`config.mk`:
```
export PLATFORM = sky130hd
export DESIGN_NAME = gauss_window_ctrl_flat
export DESIGN_NICKNAME = d
export VERILOG_FILES = /design/src/rtl/gauss_window_ctrl_if.sv /design/src/rtl/gauss_window_ctrl.sv /design/src/flat_wrapper.sv
export SDC_FILE = /design/constraint.sdc
export NUM_CORES = 1
export LEC_CHECK = 0
export ABC_CLOCK_PERIOD_IN_PS = 14200
export CAP_MARGIN = 20
export CORE_UTILIZATION = 50
export DETAILED_ROUTE_END_ITERATION = 16
export PLACE_DENSITY = 0.84
export SYNTH_ARGS = -nofsm -noshare
export SYNTH_HDL_FRONTEND = slang
export SYNTH_SLANG_ARGS = --single-unit
```
`constraint.sdc`:
```
create_clock -name clk -period 14.2 [get_ports clk]
set_input_delay 2.84 -clock clk [delete_from_list [all_inputs] [get_ports clk]]
set_output_delay 2.84 -clock clk [all_outputs]
set_load 0.005 [all_outputs]
```
`src/rtl/gauss_window_ctrl_if.sv`:
```
// Bus bundle for the 3x3 Gaussian window sequencer: CPU control, data memory,
// window register file and filter handshake. The master side is the sequencer.
interface gauss_window_ctrl_if #(
    parameter int ADDR_W = 16
);
    logic              start;
    logic              busy;
    logic              done;

    logic              mem_re;
    logic [ADDR_W-1:0] mem_raddr;
    logic [7:0]        mem_rdata;

    logic              win_we;
    logic [3:0]        win_addr;
    logic [7:0]        win_pixel;

    logic              flt_start;
    logic              flt_done;
    logic [7:0]        flt_result;

    logic              mem_we;
    logic [ADDR_W-1:0] mem_waddr;
    logic [7:0]        mem_wdata;

    modport master (
        input  start,
        output busy,
        output done,
        output mem_re,
        output mem_raddr,
        input  mem_rdata,
        output win_we,
        output win_addr,
        output win_pixel,
        output flt_start,
        input  flt_done,
        input  flt_result,
        output mem_we,
        output mem_waddr,
        output mem_wdata
    );

    modport slave (
        output start,
        input  busy,
        input  done,
        input  mem_re,
        input  mem_raddr,
        output mem_rdata,
        input  win_we,
        input  win_addr,
        input  win_pixel,
        input  flt_start,
        output flt_done,
        output flt_result,
        input  mem_we,
        input  mem_waddr,
        input  mem_wdata
    );
endinterface

```
`src/rtl/gauss_window_ctrl.sv`:
```
// Scans every interior pixel of an IMG_W x IMG_H image, loads its 3x3
// neighbourhood into the window registers, runs the filter and stores the result.
module gauss_window_ctrl #(
    parameter int                IMG_W    = 8,
    parameter int                IMG_H    = 8,
    parameter int                ADDR_W   = 16,
    parameter logic [ADDR_W-1:0] OUT_BASE = 'h0400
) (
    input logic                 clk,
    input logic                 rst,
    gauss_window_ctrl_if.master bus
);

    typedef enum logic [2:0] {
        S_IDLE,
        S_FETCH,
        S_LAST,
        S_FIRE,
        S_WAIT,
        S_WRITE,
        S_NEXT,
        S_DONE
    } state_t;

    localparam logic [ADDR_W-1:0] IMG_W_A = ADDR_W'(IMG_W);
    localparam logic [ADDR_W-1:0] X_LAST  = ADDR_W'(IMG_W - 2);
    localparam logic [ADDR_W-1:0] Y_LAST  = ADDR_W'(IMG_H - 2);
    localparam logic [ADDR_W-1:0] ONE_A   = ADDR_W'(1);

    state_t            state, state_nx;
    logic [ADDR_W-1:0] x, x_nx;
    logic [ADDR_W-1:0] y, y_nx;
    logic [3:0]        k, k_nx;
    logic              done_q, done_nx;
    logic [7:0]        result_q, result_nx;

    logic [1:0]        k_row;
    logic [1:0]        k_col;
    logic [ADDR_W-1:0] rd_row;
    logic [ADDR_W-1:0] rd_col;

    always_ff @(posedge clk or negedge rst) begin
        if (!rst) begin
            state    <= S_IDLE;
            x        <= '0;
            y        <= '0;
            k        <= '0;
            done_q   <= 1'b0;
            result_q <= '0;
        end else begin
            state    <= state_nx;
            x        <= x_nx;
            y        <= y_nx;
            k        <= k_nx;
            done_q   <= done_nx;
            result_q <= result_nx;
        end
    end

    always_comb begin
        state_nx  = state;
        x_nx      = x;
        y_nx      = y;
        k_nx      = k;
        done_nx   = done_q;
        result_nx = result_q;
        case (state)
            S_IDLE: begin
                if (bus.start) begin
                    x_nx     = ONE_A;
                    y_nx     = ONE_A;
                    k_nx     = '0;
                    done_nx  = 1'b0;
                    state_nx = S_FETCH;
                end
            end
            S_FETCH: begin
                if (k == 4'd8) begin
                    state_nx = S_LAST;
                end else begin
                    k_nx = k + 4'd1;
                end
            end
            S_LAST:  state_nx = S_FIRE;
            S_FIRE:  state_nx = S_WAIT;
            S_WAIT: begin
                if (bus.flt_done) begin
                    result_nx = bus.flt_result;
                    state_nx  = S_WRITE;
                end
            end
            S_WRITE: state_nx = S_NEXT;
            S_NEXT: begin
                k_nx = '0;
                if (x < X_LAST) begin
                    x_nx     = x + ONE_A;
                    state_nx = S_FETCH;
                end else if (y < Y_LAST) begin
                    x_nx     = ONE_A;
                    y_nx     = y + ONE_A;
                    state_nx = S_FETCH;
                end else begin
                    state_nx = S_DONE;
                end
            end
            S_DONE: begin
                done_nx  = 1'b1;
                state_nx = S_IDLE;
            end
            default: state_nx = S_IDLE;
        endcase
    end

    // Neighbourhood offset of fetch step k: row k/3, column k%3.
    always_comb begin
        k_row = 2'd0;
        k_col = 2'd0;
        case (k)
            4'd0: begin k_row = 2'd0; k_col = 2'd0; end
            4'd1: begin k_row = 2'd0; k_col = 2'd1; end
            4'd2: begin k_row = 2'd0; k_col = 2'd2; end
            4'd3: begin k_row = 2'd1; k_col = 2'd0; end
            4'd4: begin k_row = 2'd1; k_col = 2'd1; end
            4'd5: begin k_row = 2'd1; k_col = 2'd2; end
            4'd6: begin k_row = 2'd2; k_col = 2'd0; end
            4'd7: begin k_row = 2'd2; k_col = 2'd1; end
            4'd8: begin k_row = 2'd2; k_col = 2'd2; end
            default: begin k_row = 2'd0; k_col = 2'd0; end
        endcase
    end

    assign rd_row = y + ADDR_W'(k_row) - ONE_A;
    assign rd_col = x + ADDR_W'(k_col) - ONE_A;

    // Outputs decode from registered state only, so reset forces them all low at once.
    always_comb begin
        bus.busy      = (state != S_IDLE) && (state != S_DONE);
        bus.done      = done_q;
        bus.mem_re    = 1'b0;
        bus.mem_raddr = '0;
        bus.win_we    = 1'b0;
        bus.win_addr  = '0;
        bus.win_pixel = '0;
        bus.flt_start = 1'b0;
        bus.mem_we    = 1'b0;
        bus.mem_waddr = '0;
        bus.mem_wdata = '0;
        case (state)
            S_FETCH: begin
                bus.mem_re    = 1'b1;
                bus.mem_raddr = rd_row * IMG_W_A + rd_col;
                if (k != 4'd0) begin
                    bus.win_we    = 1'b1;
                    bus.win_addr  = k;
                    bus.win_pixel = bus.mem_rdata;
                end
            end
            S_LAST: begin
                bus.win_we    = 1'b1;
                bus.win_addr  = 4'd9;
                bus.win_pixel = bus.mem_rdata;
            end
            S_FIRE: bus.flt_start = 1'b1;
            S_WRITE: begin
                bus.mem_we    = 1'b1;
                bus.mem_waddr = OUT_BASE + y * IMG_W_A + x;
                bus.mem_wdata = result_q;
            end
            default: ;
        endcase
    end

endmodule

```
`src/flat_wrapper.sv`:
```
// flat-port wrapper written by rule: the top's interface ports become plain ports
module gauss_window_ctrl_flat 
#(
    parameter int                IMG_W    = 8,
    parameter int                IMG_H    = 8,
    parameter int                ADDR_W   = 16,
    parameter logic [ADDR_W-1:0] OUT_BASE = 'h0400
)
  (clk, rst, bus_start, bus_busy, bus_done, bus_mem_re, bus_mem_raddr, bus_mem_rdata, bus_win_we, bus_win_addr, bus_win_pixel, bus_flt_start, bus_flt_done, bus_flt_result, bus_mem_we, bus_mem_waddr, bus_mem_wdata);
  gauss_window_ctrl_if #(.ADDR_W(ADDR_W)) bus_i ();
  input logic clk;
  input logic rst;
  input wire logic [$bits(bus_i.start)-1:0] bus_start;
  output wire logic [$bits(bus_i.busy)-1:0] bus_busy;
  output wire logic [$bits(bus_i.done)-1:0] bus_done;
  output wire logic [$bits(bus_i.mem_re)-1:0] bus_mem_re;
  output wire logic [$bits(bus_i.mem_raddr)-1:0] bus_mem_raddr;
  input wire logic [$bits(bus_i.mem_rdata)-1:0] bus_mem_rdata;
  output wire logic [$bits(bus_i.win_we)-1:0] bus_win_we;
  output wire logic [$bits(bus_i.win_addr)-1:0] bus_win_addr;
  output wire logic [$bits(bus_i.win_pixel)-1:0] bus_win_pixel;
  output wire logic [$bits(bus_i.flt_start)-1:0] bus_flt_start;
  input wire logic [$bits(bus_i.flt_done)-1:0] bus_flt_done;
  input wire logic [$bits(bus_i.flt_result)-1:0] bus_flt_result;
  output wire logic [$bits(bus_i.mem_we)-1:0] bus_mem_we;
  output wire logic [$bits(bus_i.mem_waddr)-1:0] bus_mem_waddr;
  output wire logic [$bits(bus_i.mem_wdata)-1:0] bus_mem_wdata;
  assign bus_i.start = bus_start;
  assign bus_busy = bus_i.busy;
  assign bus_done = bus_i.done;
  assign bus_mem_re = bus_i.mem_re;
  assign bus_mem_raddr = bus_i.mem_raddr;
  assign bus_i.mem_rdata = bus_mem_rdata;
  assign bus_win_we = bus_i.win_we;
  assign bus_win_addr = bus_i.win_addr;
  assign bus_win_pixel = bus_i.win_pixel;
  assign bus_flt_start = bus_i.flt_start;
  assign bus_i.flt_done = bus_flt_done;
  assign bus_i.flt_result = bus_flt_result;
  assign bus_mem_we = bus_i.mem_we;
  assign bus_mem_waddr = bus_i.mem_waddr;
  assign bus_mem_wdata = bus_i.mem_wdata;
  gauss_window_ctrl #(.IMG_W(IMG_W), .IMG_H(IMG_H), .ADDR_W(ADDR_W), .OUT_BASE(OUT_BASE)) u_core (.clk(clk), .rst(rst), .bus(bus_i));
endmodule
```
==> results of run 1 <==
## worst paths after layout
kind                            slack (ns)            endpoint  cells past startpoint          startpoint
max in group asynchronous            11.30        u_core.x[11]                      2                 rst
worst min register to register        0.51  u_core.result_q[4]                      1  u_core.result_q[4]
min in group asynchronous             2.40        u_core.y[12]                      1                 rst
worst max register to register       11.49         u_core.y[8]                      5     u_core.state[0]
worst max-delay path                  5.70   bus_mem_raddr[15]                     22         u_core.k[1]
worst min-delay path                  0.51  u_core.result_q[4]                      1  u_core.result_q[4]
## per-stage QoR
stage / cells / instance area [um2]
finish: 815 / 6071
global route: 815 / 6071
CTS: 814 / 6051
detailed placement: 806 / 5943
global placement: 806 / 5943
floorplan: 611 / 5074
## cells in the mapped netlist, types with 7 or more instances
cell	number
sky130_fd_sc_hd__mux2_2	9
sky130_fd_sc_hd__a21o_1	13
sky130_fd_sc_hd__nor2_2	7
sky130_fd_sc_hd__clkbuf_1	11
sky130_fd_sc_hd__nor3_1	16
sky130_fd_sc_hd__a21oi_1	40
sky130_fd_sc_hd__and2_1	15
sky130_fd_sc_hd__nand2_1	27
sky130_fd_sc_hd__and3_1	22
sky130_fd_sc_hd__inv_1	77
sky130_fd_sc_hd__nor2_1	63
sky130_fd_sc_hd__dfrtp_1	48
sky130_fd_sc_hd__o21ai_0	13
sky130_fd_sc_hd__xor2_1	11
sky130_fd_sc_hd__ha_1	85
sky130_fd_sc_hd__nor2b_1	11
sky130_fd_sc_hd__nand2b_1	7
sky130_fd_sc_hd__xnor2_1	24
sky130_fd_sc_hd__nand3_1	17
sky130_fd_sc_hd__mux2i_1	8
## per-layer routing
metal / part of all wire [%] / GRT usage, %
met1: 43 / 27.63
met2: 51 / 45.59
met3: 4.5 / 4.407
met4: 2.0 / 8.559
met5: 0 / 0
## cells in the final DEF, fill, tap and decap left out, types with 4 or more instances in the layout
cell type / count
sky130_fd_sc_hd__or2_2: 5
sky130_fd_sc_hd__a31oi_1: 6
sky130_fd_sc_hd__xnor2_1: 24
sky130_fd_sc_hd__clkdlybuf4s50_1: 76
sky130_fd_sc_hd__nor3_1: 16
sky130_fd_sc_hd__clkbuf_8: 5
sky130_fd_sc_hd__o21ai_0: 13
sky130_fd_sc_hd__nand3_1: 17
sky130_fd_sc_hd__and2_1: 15
sky130_fd_sc_hd__a21oi_1: 40
sky130_fd_sc_hd__a21o_1: 13
sky130_fd_sc_hd__ha_1: 85
sky130_fd_sc_hd__mux2_2: 9
sky130_fd_sc_hd__and3_1: 22
sky130_fd_sc_hd__nor4_1: 5
sky130_fd_sc_hd__inv_1: 77
sky130_fd_sc_hd__dfrtp_1: 48
sky130_fd_sc_hd__o21bai_1: 6
sky130_fd_sc_hd__nand2b_1: 7
sky130_fd_sc_hd__o31ai_1: 4
sky130_fd_sc_hd__xor2_1: 11
sky130_fd_sc_hd__nand2_1: 27
sky130_fd_sc_hd__nor2_1: 63
sky130_fd_sc_hd__nor2b_1: 11
sky130_fd_sc_hd__nor2_2: 7
sky130_fd_sc_hd__mux2i_1: 8
sky130_fd_sc_hd__o21a_1: 5
sky130_fd_sc_hd__a211oi_1: 6
## cell families (layout without fill, tap and decap cells)
group	count (synthesis)	count (layout)
mux	17	17
fa+ha+maj	88	88
simple gates	216	216
compound gates	113	113
flops	48	48
xor+xnor	35	35
buf+inv	94	165
## state kept, by name, summed over array words and instances, names as in the netlist
| name | cells |
|---|---|
| u_core.bus.done | 1 |
| u_core.k | 4 |
| u_core.result_q | 8 |
| u_core.state | 3 |
| u_core.x | 16 |
| u_core.y | 16 |
## final cells by class
class                      count  area share (%)
multi-input combinational    469           57.87
sequential                    48           19.79
timing repair buffer          78           12.94
inverter                      79           4.885
tap                          133           2.741
clock buffer                   6           1.195
clock inverter                 2          0.5771
## worst max-delay path: cells and delay by family, from the launching register on
| kind | cells | cell delay (ns) |
|---|---|---|
| buffers and inverters | 4 | 0.73 |
| adders and majority gates | 6 | 1.76 |
| AOI/OAI and AO/OA | 7 | 1.60 |
| DFF | 1 | 0.46 |
| and+or+nand+nor | 3 | 0.55 |
| xor gates and xnor gates | 1 | 0.14 |
| muxes | 1 | 0.13 |
==> implementation parameters, run 1 <==
Parameter                              Value

Synthesis
  Compound-cell area share of the yosys netlist    roughly 15%
  Post-synthesis share of cell area spent on full adders, half adders and majority gates    between 20 and 25%
  Yosys top cell area share    a little under a quarter
  Post-Synthesis Cells    between 600 and 700
  Sequential fraction of the synthesis area    a little under a quarter
  Largest family of logic cells by synthesized area    simple AND/OR/NAND/NOR gates
  Synth Net Count    719
  Number of synthesized register bits    48
  Post-synthesis mux area share    3.576%
  Dominant cell type by area after synthesis    sky130_fd_sc_hd__dfrtp_1
  Area fraction in and, or, nand and nor cells after synthesis    22.71%
  Synth cell types    60
  Async set or reset register ratio after synthesis    100.0%
  Synthesis warning total    0
  Number of flops mapped to enable cells by yosys    0
  Share of the synthesized netlist area taken by xor and xnor gates    6.042%
  Post-Syn Area per Cell    about 8.3 um2
  Main area contributors after synthesis    sky130_fd_sc_hd__dfrtp_1 (24%), sky130_fd_sc_hd__ha_1 (21%), sky130_fd_sc_hd__inv_1 (5.7%)
  Ys flop type    sky130_fd_sc_hd__dfrtp_1
  Post-synth design cell area    5074 um2

Global route
  Total gr overflow    0
  GRT Util Overall    between 20% and 30%
  Largest net degree at the start of global routing    49
  Via count of the first global-routing pass    approximately 4700
  First-pass GRT wire length    20460 um
  Initial antenna violation count    0

Place
  Routability congestion estimate    around 0.9
  IO Port Bufs    77
  DP HPWL    9478 um
  Pre-CTS setup slack    slightly above 6 ns

Critical path
  Endpoint required time on the critical path    approximately 11 ns
  Setup crit start kind    register
  Max FO, Critical Path    6
  Critical path start-end classification    register to output pin
  Cell repeated most along the worst path    sky130_fd_sc_hd__ha_1
  Data arrival time of the critical path    between 5 and 6 ns
  Largest stage delay, worst path    0.51 ns
  Cell with the largest stage delay on the worst path    sky130_fd_sc_hd__clkdlybuf4s50_1
  Worst Setup End Kind    output pin
  Cell chain of the critical path    inv_1 -> ha_1 -> and3b_1 -> a31oi_1 -> ha_1 -> inv_1 -> ha_1 -> fa_1 -> a21o_1 -> a21o_1 -> a221oi_1 -> nor2_1 -> xnor2_1 -> ha_1 -> inv_1 -> ha_1 -> a211o_1 -> a211oi_1 -> o31ai_1 -> or2_1 -> mux2i_1 -> clkdlybuf4s50_1

STA
  Setup tns final    0 ns
  Peak clock frequency supported by timing    ~0.12 GHz
  Unrepaired setup endpoints after global routing    no
  Slew Limit Headroom    38.95%
  Slew at the pin with the worst max-slew slack    0.9119 ns
  Final worst path period need    ~8.5 ns
  Max Slew Vio Count    0
  Final cycle utilization of the critical path    around 60%
  Final worst hold slack    slightly above 0.5 ns
  Final number of hold-violating endpoints    0
  Setup Skew    approximately 0.0047 ns
  Post-route worst setup slack    5.702 ns
  Final setup vio count    0

Layout
  Sequential cell area    roughly 1200 um2
  Layout cells sized above 1    between 5 and 6%
  Final standard cell utilization of the core    between 60% and 70%
  Area of the multi-input gates    3513 um2
  Fill cells    around 850
  Net total in the final layout    a little under 800
  Antenna Cells    0
  Area Growth Syn to Fin    19.65%

Routing
  First DRT Iteration DRCs    between 150 and 200
  DRT Pass-1 Iters    4
  Number of remaining DRC errors    0
  Avg WL per Cell    14.64 um
  Via density per instance    roughly 5.6
  Routed wire length    11940 um
  Count of vias placed by the detailed router    4556
  Antenna violation net count after detailed routing    0

Clock tree
  CTS tree    yes
  Buffers inserted by post-CTS timing repair    0
  Count of instances resized after the clock tree is built    0
  Clock Sinks    48
  Cell chosen for the clock root    sky130_fd_sc_hd__clkbuf_8
  Clock buffer depth    2
  Maximum level of the CTS H-tree    2
  Clk pin slew, worst setup/hold paths    roughly 0.09 ns
  Clock buffers created by TritonCTS    5
  Latest clock arrival within the worst-skew pair    about 0.3 ns
  Cts-stage hold buffer count    0

Flow run
  Max-cap violations    0

Worst hold path
  Worst min-delay path class    register to register

Outcome
  Run status    complete, no violations

Floorplan
  Number of placement rows    36
  Number of I/O pins    78
  Area of the core    9819 um2
  Area of the die    approximately 11000 um2
  Die Wd    between 100 and 150 um
  Die Span Y    102.7 um
  Effective utilization at floorplan    51.67%
Power of run 1 is not shown: default switching activity piles up to over one toggle a cycle in this logic, so the estimate is an artifact.
==> run 2, diff against run 1 <==
--- a/config.mk
+++ b/config.mk
@@ -5,11 +5,11 @@
 export SDC_FILE = /design/constraint.sdc
 export NUM_CORES = 1
 export LEC_CHECK = 0
-export ABC_CLOCK_PERIOD_IN_PS = 14200
+export ABC_CLOCK_PERIOD_IN_PS = 7600
 export CAP_MARGIN = 20
 export CORE_UTILIZATION = 50
 export DETAILED_ROUTE_END_ITERATION = 16
-export PLACE_DENSITY = 0.84
+export PLACE_DENSITY = 0.87
 export SYNTH_ARGS = -nofsm -noshare
 export SYNTH_HDL_FRONTEND = slang
 export SYNTH_SLANG_ARGS = --single-unit
==> constraint.sdc (replaced) <==
create_clock -name clk -period 7.6 [get_ports clk]
set_input_delay 1.52 -clock clk [delete_from_list [all_inputs] [get_ports clk]]
set_output_delay 1.52 -clock clk [all_outputs]
set_load 0.005 [all_outputs]
==> run 2 against run 1 <==
  * Final cell count unchanged
  * Setup slack worse by 5.2 ns
  * Utilization unchanged
  * Wire length is 2.8% higher
==> implementation parameters, run 2 (same netlist as run 1, synthesis figures left out) <==
Parameter                              Value

Global route
  Largest net degree at the start of global routing    49 (unchanged)
  Initial antenna violation count    0 (unchanged)
  First-pass GRT wire length    20700 um (was 20460 um)
  Via count of the first global-routing pass    4614 (was 4723)
  GRT Util Overall    24.70% (was 24.36%)
  Total gr overflow    0 (unchanged)

STA
  Slew at the pin with the worst max-slew slack    0.8887 ns (was 0.9119 ns)
  Setup tns final    0 ns (unchanged)
  Final worst path period need    approximately 7.1 ns
  Final setup vio count    0 (unchanged)
  Final number of hold-violating endpoints    0 (unchanged)
  Final cycle utilization of the critical path    roughly 94%
  Setup Skew    0.006203 ns (was 0.004671 ns)
  Max Slew Vio Count    0 (unchanged)
  Unrepaired setup endpoints after global routing    no (unchanged)
  Peak clock frequency supported by timing    0.1400 GHz
  Slew Limit Headroom    40.51% (was 38.95%)

Routing
  DRT Pass-1 Iters    5 (was 4)
  Routed wire length    12270 um (was 11940 um)
  Antenna violation net count after detailed routing    0 (unchanged)
  Number of remaining DRC errors    0 (unchanged)
  Via density per instance    5.710 (was 5.590)
  First DRT Iteration DRCs    215 (was 156)
  Avg WL per Cell    15.06 um (was 14.64 um)
  Count of vias placed by the detailed router    4654 (was 4556)

Place
  DP HPWL    9568 um (was 9478 um)
  IO Port Bufs    77 (unchanged)
  Routability congestion estimate    0.8732 (was 0.8845)

Critical path
  Critical path start-end classification    register to output pin (unchanged)
  Max FO, Critical Path    6 (unchanged)
  Setup crit start kind    register (unchanged)
  Endpoint required time on the critical path    6.08 ns (was 11.36 ns)
  Cell chain of the critical path    inv_1 -> ha_1 -> and3b_1 -> a31oi_1 -> ha_1 -> inv_1 -> ha_1 -> fa_1 -> a21o_1 -> a21o_1 -> a221oi_1 -> nor2_1 -> xnor2_1 -> ha_1 -> inv_1 -> ha_1 -> a211o_1 -> a211oi_1 -> o31ai_1 -> or2_1 -> mux2i_1 -> clkdlybuf4s50_1 (unchanged)
  Worst Setup End Kind    output pin (unchanged)
  Cell with the largest stage delay on the worst path    sky130_fd_sc_hd__clkdlybuf4s50_1 (unchanged)
  Data arrival time of the critical path    5.62 ns (was 5.66 ns)
  Largest stage delay, worst path    0.51 ns (about the same)
  Cell repeated most along the worst path    sky130_fd_sc_hd__ha_1 (unchanged)

Layout
  Net total in the final layout    789 (unchanged)
  Most common library cell in the layout ignoring fill and taps    sky130_fd_sc_hd__ha_1 (unchanged)
  Fill cells    862 (was 845)
  Sequential cell area    1201 um2 (unchanged)
  Area of the multi-input gates    3513 um2 (unchanged)
  Layout cells sized above 1    5.865% (unchanged)
  Commonest non-fill, non-tap cells in the layout    sky130_fd_sc_hd__ha_1 (85), sky130_fd_sc_hd__inv_1 (77), sky130_fd_sc_hd__clkdlybuf4s50_1 (76) (unchanged)
  Largest registers    u_core.x (16), u_core.y (16), u_core.result_q (8) (unchanged)
  Final standard cell utilization of the core    61.82% (unchanged)
  Antenna Cells    0 (unchanged)
  Area Growth Syn to Fin    19.65% (unchanged)

Floorplan
  Effective utilization at floorplan    51.67% (unchanged)
  Number of placement rows    36 (unchanged)
  Die Span Y    102.7 um (unchanged)
  Number of I/O pins    78 (unchanged)
  Area of the core    9819 um2 (unchanged)
  Area of the die    10550 um2 (unchanged)
  Die Wd    102.7 um (unchanged)

Clock tree
  Clk pin slew, worst setup/hold paths    0.09 ns (about the same)
  Buffers inserted by post-CTS timing repair    0 (unchanged)
  Clock Sinks    48 (unchanged)
  CTS tree    yes (unchanged)
  Clock buffers created by TritonCTS    5 (unchanged)
  Count of instances resized after the clock tree is built    0 (unchanged)
  Clock buffer depth    2 (unchanged)
  Cell chosen for the clock root    sky130_fd_sc_hd__clkbuf_8 (unchanged)
  Cts-stage hold buffer count    0 (unchanged)
  Maximum level of the CTS H-tree    2 (unchanged)
  Latest clock arrival within the worst-skew pair    0.31 ns (was 0.30 ns)

Flow run
  Max-cap violations    0 (unchanged)

Outcome
  Run status    complete, no violations (unchanged)

Worst hold path
  Worst min-delay path class    register to register (unchanged)
[run 2: metal layers]
layer	wire [um]	global-route usage, %	vias up
met3	726	4.814	40
met2	6111	43.23	178
met1	5069	29.52	2204
li1	-	-	2232
met5	0	0	-
met4	365	10.62	0
[run 2: worst max-delay path: cells and delay by family (launching register included)]
| kind | cells | cell delay, ns |
|---|---|---|
| buffers and inverters | 4 | 0.74 |
| multiplexers | 1 | 0.12 |
| XOR/XNOR | 1 | 0.15 |
| flip-flops | 1 | 0.45 |
| AO/OA/AOI/OAI | 7 | 1.57 |
| adder cells (fa/ha/maj) | 6 | 1.73 |
| AND/OR/NAND/NOR | 3 | 0.54 |
[run 2: cell type report]
| cell class | count | area share (%) |
|---|---|---|
| multi-input cells | 469 | 57.87 |
| flip-flops and latches | 48 | 19.79 |
| repair buffers | 78 | 12.94 |
| inverters | 79 | 4.885 |
| well taps | 133 | 2.741 |
| clock buffers | 6 | 1.195 |
| clock inverters | 2 | 0.5771 |
[run 2: final timing paths]
path / start / to / slack (ns) / depth (start not counted)
max: u_core.k[1] / bus_mem_raddr[15] / 0.46 / 22
min: u_core.y[15] / u_core.y[15] / 0.51 / 1
max reg2reg: u_core.y[10] / u_core.y[2] / 4.84 / 8
min reg2reg: u_core.y[15] / u_core.y[15] / 0.51 / 1
max in group asynchronous: rst / u_core.x[1] / 6.05 / 2
min in group asynchronous: rst / u_core.y[12] / 1.06 / 1
[run 2: metrics by stage]
stage | instances | hold WS (ns) | cell area (um2) | setup slack (ns)
after global routing | 815 | 0.5211 | 6071 | 0.08487
after floorplan | 611 | 0.4544 | 5074 | 1.736
after global placement | 806 | 0.4747 | 5943 | 1.032
final | 815 | 0.5074 | 6071 | 0.4574
after detailed placement | 806 | 0.4885 | 5943 | 0.8529
after CTS | 814 | 0.5079 | 6051 | 0.4834
Power of run 2 is left out for the same reason.
==> run 3, diff against run 2 <==
--- a/config.mk
+++ b/config.mk
@@ -6,7 +6,7 @@
 export NUM_CORES = 1
 export LEC_CHECK = 0
 export ABC_CLOCK_PERIOD_IN_PS = 7600
-export CAP_MARGIN = 20
+export CAP_MARGIN = 40
 export CORE_UTILIZATION = 50
 export DETAILED_ROUTE_END_ITERATION = 16
 export PLACE_DENSITY = 0.87
==> run 3 against run 2 <==
  * Global-route usage is 0.054 points higher
  * First-iteration DRC count down 5.1%
  * Final cell count decreased by 0.12%
  * Via count shrank 1.3%
  * Largest cell class unchanged
==> implementation parameters, run 3 (same netlist as run 1, synthesis figures left out) <==
Parameter                              Value

Clock tree
  Clock Sinks    48 (unchanged)
  Buffers inserted by post-CTS timing repair    0 (unchanged)
  Cell chosen for the clock root    sky130_fd_sc_hd__clkbuf_8 (unchanged)
  Latest clock arrival within the worst-skew pair    0.31 ns (about the same)
  Cts-stage hold buffer count    0 (unchanged)
  Clock buffers created by TritonCTS    5 (unchanged)
  Clk pin slew, worst setup/hold paths    0.09 ns (about the same)
  CTS tree    yes (unchanged)
  Clock buffer depth    2 (unchanged)
  Maximum level of the CTS H-tree    2 (unchanged)
  Count of instances resized after the clock tree is built    0 (unchanged)

STA
  Peak clock frequency supported by timing    0.1405 GHz (was 0.1400 GHz)
  Final worst path period need    7.119 ns (was 7.143 ns)
  Slew Limit Headroom    37.79% (was 40.51%)
  Setup Skew    0.004121 ns (was 0.006203 ns)
  Setup tns final    0 ns (unchanged)
  Final cycle utilization of the critical path    93.66% (was 93.98%)
  Post-route worst setup slack    0.4815 ns (was 0.4574 ns)
  Unrepaired setup endpoints after global routing    no (unchanged)
  Final setup vio count    0 (unchanged)
  Final number of hold-violating endpoints    0 (unchanged)
  Max Slew Vio Count    0 (unchanged)
  Slew at the pin with the worst max-slew slack    0.9293 ns (was 0.8887 ns)

Routing
  Number of remaining DRC errors    0 (unchanged)
  Antenna violation net count after detailed routing    0 (unchanged)
  Avg WL per Cell    15.04 um (was 15.06 um)
  First DRT Iteration DRCs    204 (was 215)
  DRT Pass-1 Iters    4 (was 5)
  Count of vias placed by the detailed router    4594 (was 4654)
  Via density per instance    5.644 (was 5.710)
  Routed wire length    12240 um (was 12270 um)

Place
  IO Port Bufs    77 (unchanged)
  DP HPWL    9710 um (was 9568 um)
  Routability congestion estimate    0.8732 (unchanged)
  Pre-CTS setup slack    0.8423 ns (was 0.8529 ns)

Critical path
  Crit path launch    u_core.k[1] (unchanged)
  Critical path start-end classification    register to output pin (unchanged)
  Endpoint required time on the critical path    6.08 ns (about the same)
  Largest stage delay, worst path    0.51 ns (about the same)
  Cell repeated most along the worst path    sky130_fd_sc_hd__ha_1 (unchanged)
  FF-to-FF Start    u_core.state[0] (was u_core.y[10])
  Worst Setup End Kind    output pin (unchanged)
  Data arrival time of the critical path    5.60 ns (was 5.62 ns)
  Setup crit start kind    register (unchanged)
  Max FO, Critical Path    6 (unchanged)
  Cell with the largest stage delay on the worst path    sky130_fd_sc_hd__clkdlybuf4s50_1 (unchanged)
  Cell chain of the critical path    inv_1 -> ha_1 -> and3b_1 -> a31oi_1 -> ha_1 -> inv_1 -> ha_1 -> fa_1 -> a21o_1 -> a21o_1 -> a221oi_1 -> nor2_1 -> xnor2_1 -> ha_1 -> inv_1 -> ha_1 -> a211o_1 -> a211oi_1 -> o31ai_1 -> or2_1 -> mux2i_1 -> clkdlybuf4s50_1 (unchanged)
  Register-to-register setup slack    4.84 ns (about the same)

Layout
  Fill cells    855 (was 862)
  Largest registers    u_core.x (16), u_core.y (16), u_core.result_q (8) (unchanged)
  Area Growth Syn to Fin    19.06% (was 19.65%)
  Commonest non-fill, non-tap cells in the layout    sky130_fd_sc_hd__ha_1 (85), sky130_fd_sc_hd__inv_1 (77), sky130_fd_sc_hd__clkdlybuf4s50_1 (76) (unchanged)
  Antenna Cells    0 (unchanged)
  Layout cells sized above 1    5.727% (was 5.865%)
  Most common library cell in the layout ignoring fill and taps    sky130_fd_sc_hd__ha_1 (unchanged)
  Net total in the final layout    789 (unchanged)

Global route
  Initial antenna violation count    0 (unchanged)
  Total gr overflow    0 (unchanged)
  Largest net degree at the start of global routing    28 (was 49)
  GRT Util Overall    24.76% (was 24.70%)
  First-pass GRT wire length    20620 um (was 20700 um)
  Via count of the first global-routing pass    4622 (was 4614)

Worst hold path
  Worst min-delay path class    register to register (unchanged)
  Launch instance of the worst min-delay path    u_core.result_q[5] (was u_core.y[15])

Floorplan
  Effective utilization at floorplan    51.67% (unchanged)
  Area of the core    9819 um2 (unchanged)
  Number of placement rows    36 (unchanged)
  Number of I/O pins    78 (unchanged)
  Die Span Y    102.7 um (unchanged)
  Area of the die    10550 um2 (unchanged)
  Die Wd    102.7 um (unchanged)

Flow run
  Max-cap violations    0 (unchanged)

Outcome
  Run status    complete, no violations (unchanged)
run 3: worst paths after layout:
check,to,cells past startpoint
worst max register to register,u_core.y[2],5
min in group asynchronous,u_core.y[12],1
worst max-delay path,bus_mem_raddr[15],22
worst min-delay path,u_core.result_q[5],1
max in group asynchronous,u_core.result_q[3],2
worst min register to register,u_core.result_q[5],1
run 3: area by class of cell:
type	count	area, um2	share of cell area (%)
multi-input cells	469	3513	58.16
flip-flops and latches	48	1201	19.88
repair buffers	78	785.8	13.01
inverters	79	296.5	4.909
well taps	133	166.4	2.755
clock buffers	6	72.57	1.201
clock inverters	1	5.005	0.08285
run 3: critical path: cells and delay by family, from the launching register on:
family / cells / cell delay (ns)
muxes: 1 / 0.12
DFF: 1 / 0.45
AOI/OAI and AO/OA: 7 / 1.53
and+or+nand+nor: 3 / 0.54
buffers and inverters: 4 / 0.74
xor gates and xnor gates: 1 / 0.15
adders and majority gates: 6 / 1.74
run 3: layer usage:
| layer | vias up | routed length (um) | track usage [%] |
|---|---|---|---|
| met5 | - | 0 | 0 |
| met4 | 0 | 368 | 9.859 |
| met3 | 36 | 619 | 4.068 |
| met2 | 144 | 6080 | 44.56 |
| met1 | 2188 | 5172 | 29.34 |
| li1 | 2226 | - | - |
run 3: per-stage QoR:
step           hold slack [ns]  util, %  std cells  cell area [um2]
4_1_cts                 0.5065    61.52        814             6041
3_3_place_gp            0.4747    60.53        806             5943
2_1_floorplan           0.4544        -        611             5074
3_5_place_dp            0.4898    60.73        807             5963
6_report                0.5105    61.52        814             6041
5_1_grt                 0.5217    61.52        814             6041
Power of run 3 is left out for the same reason.
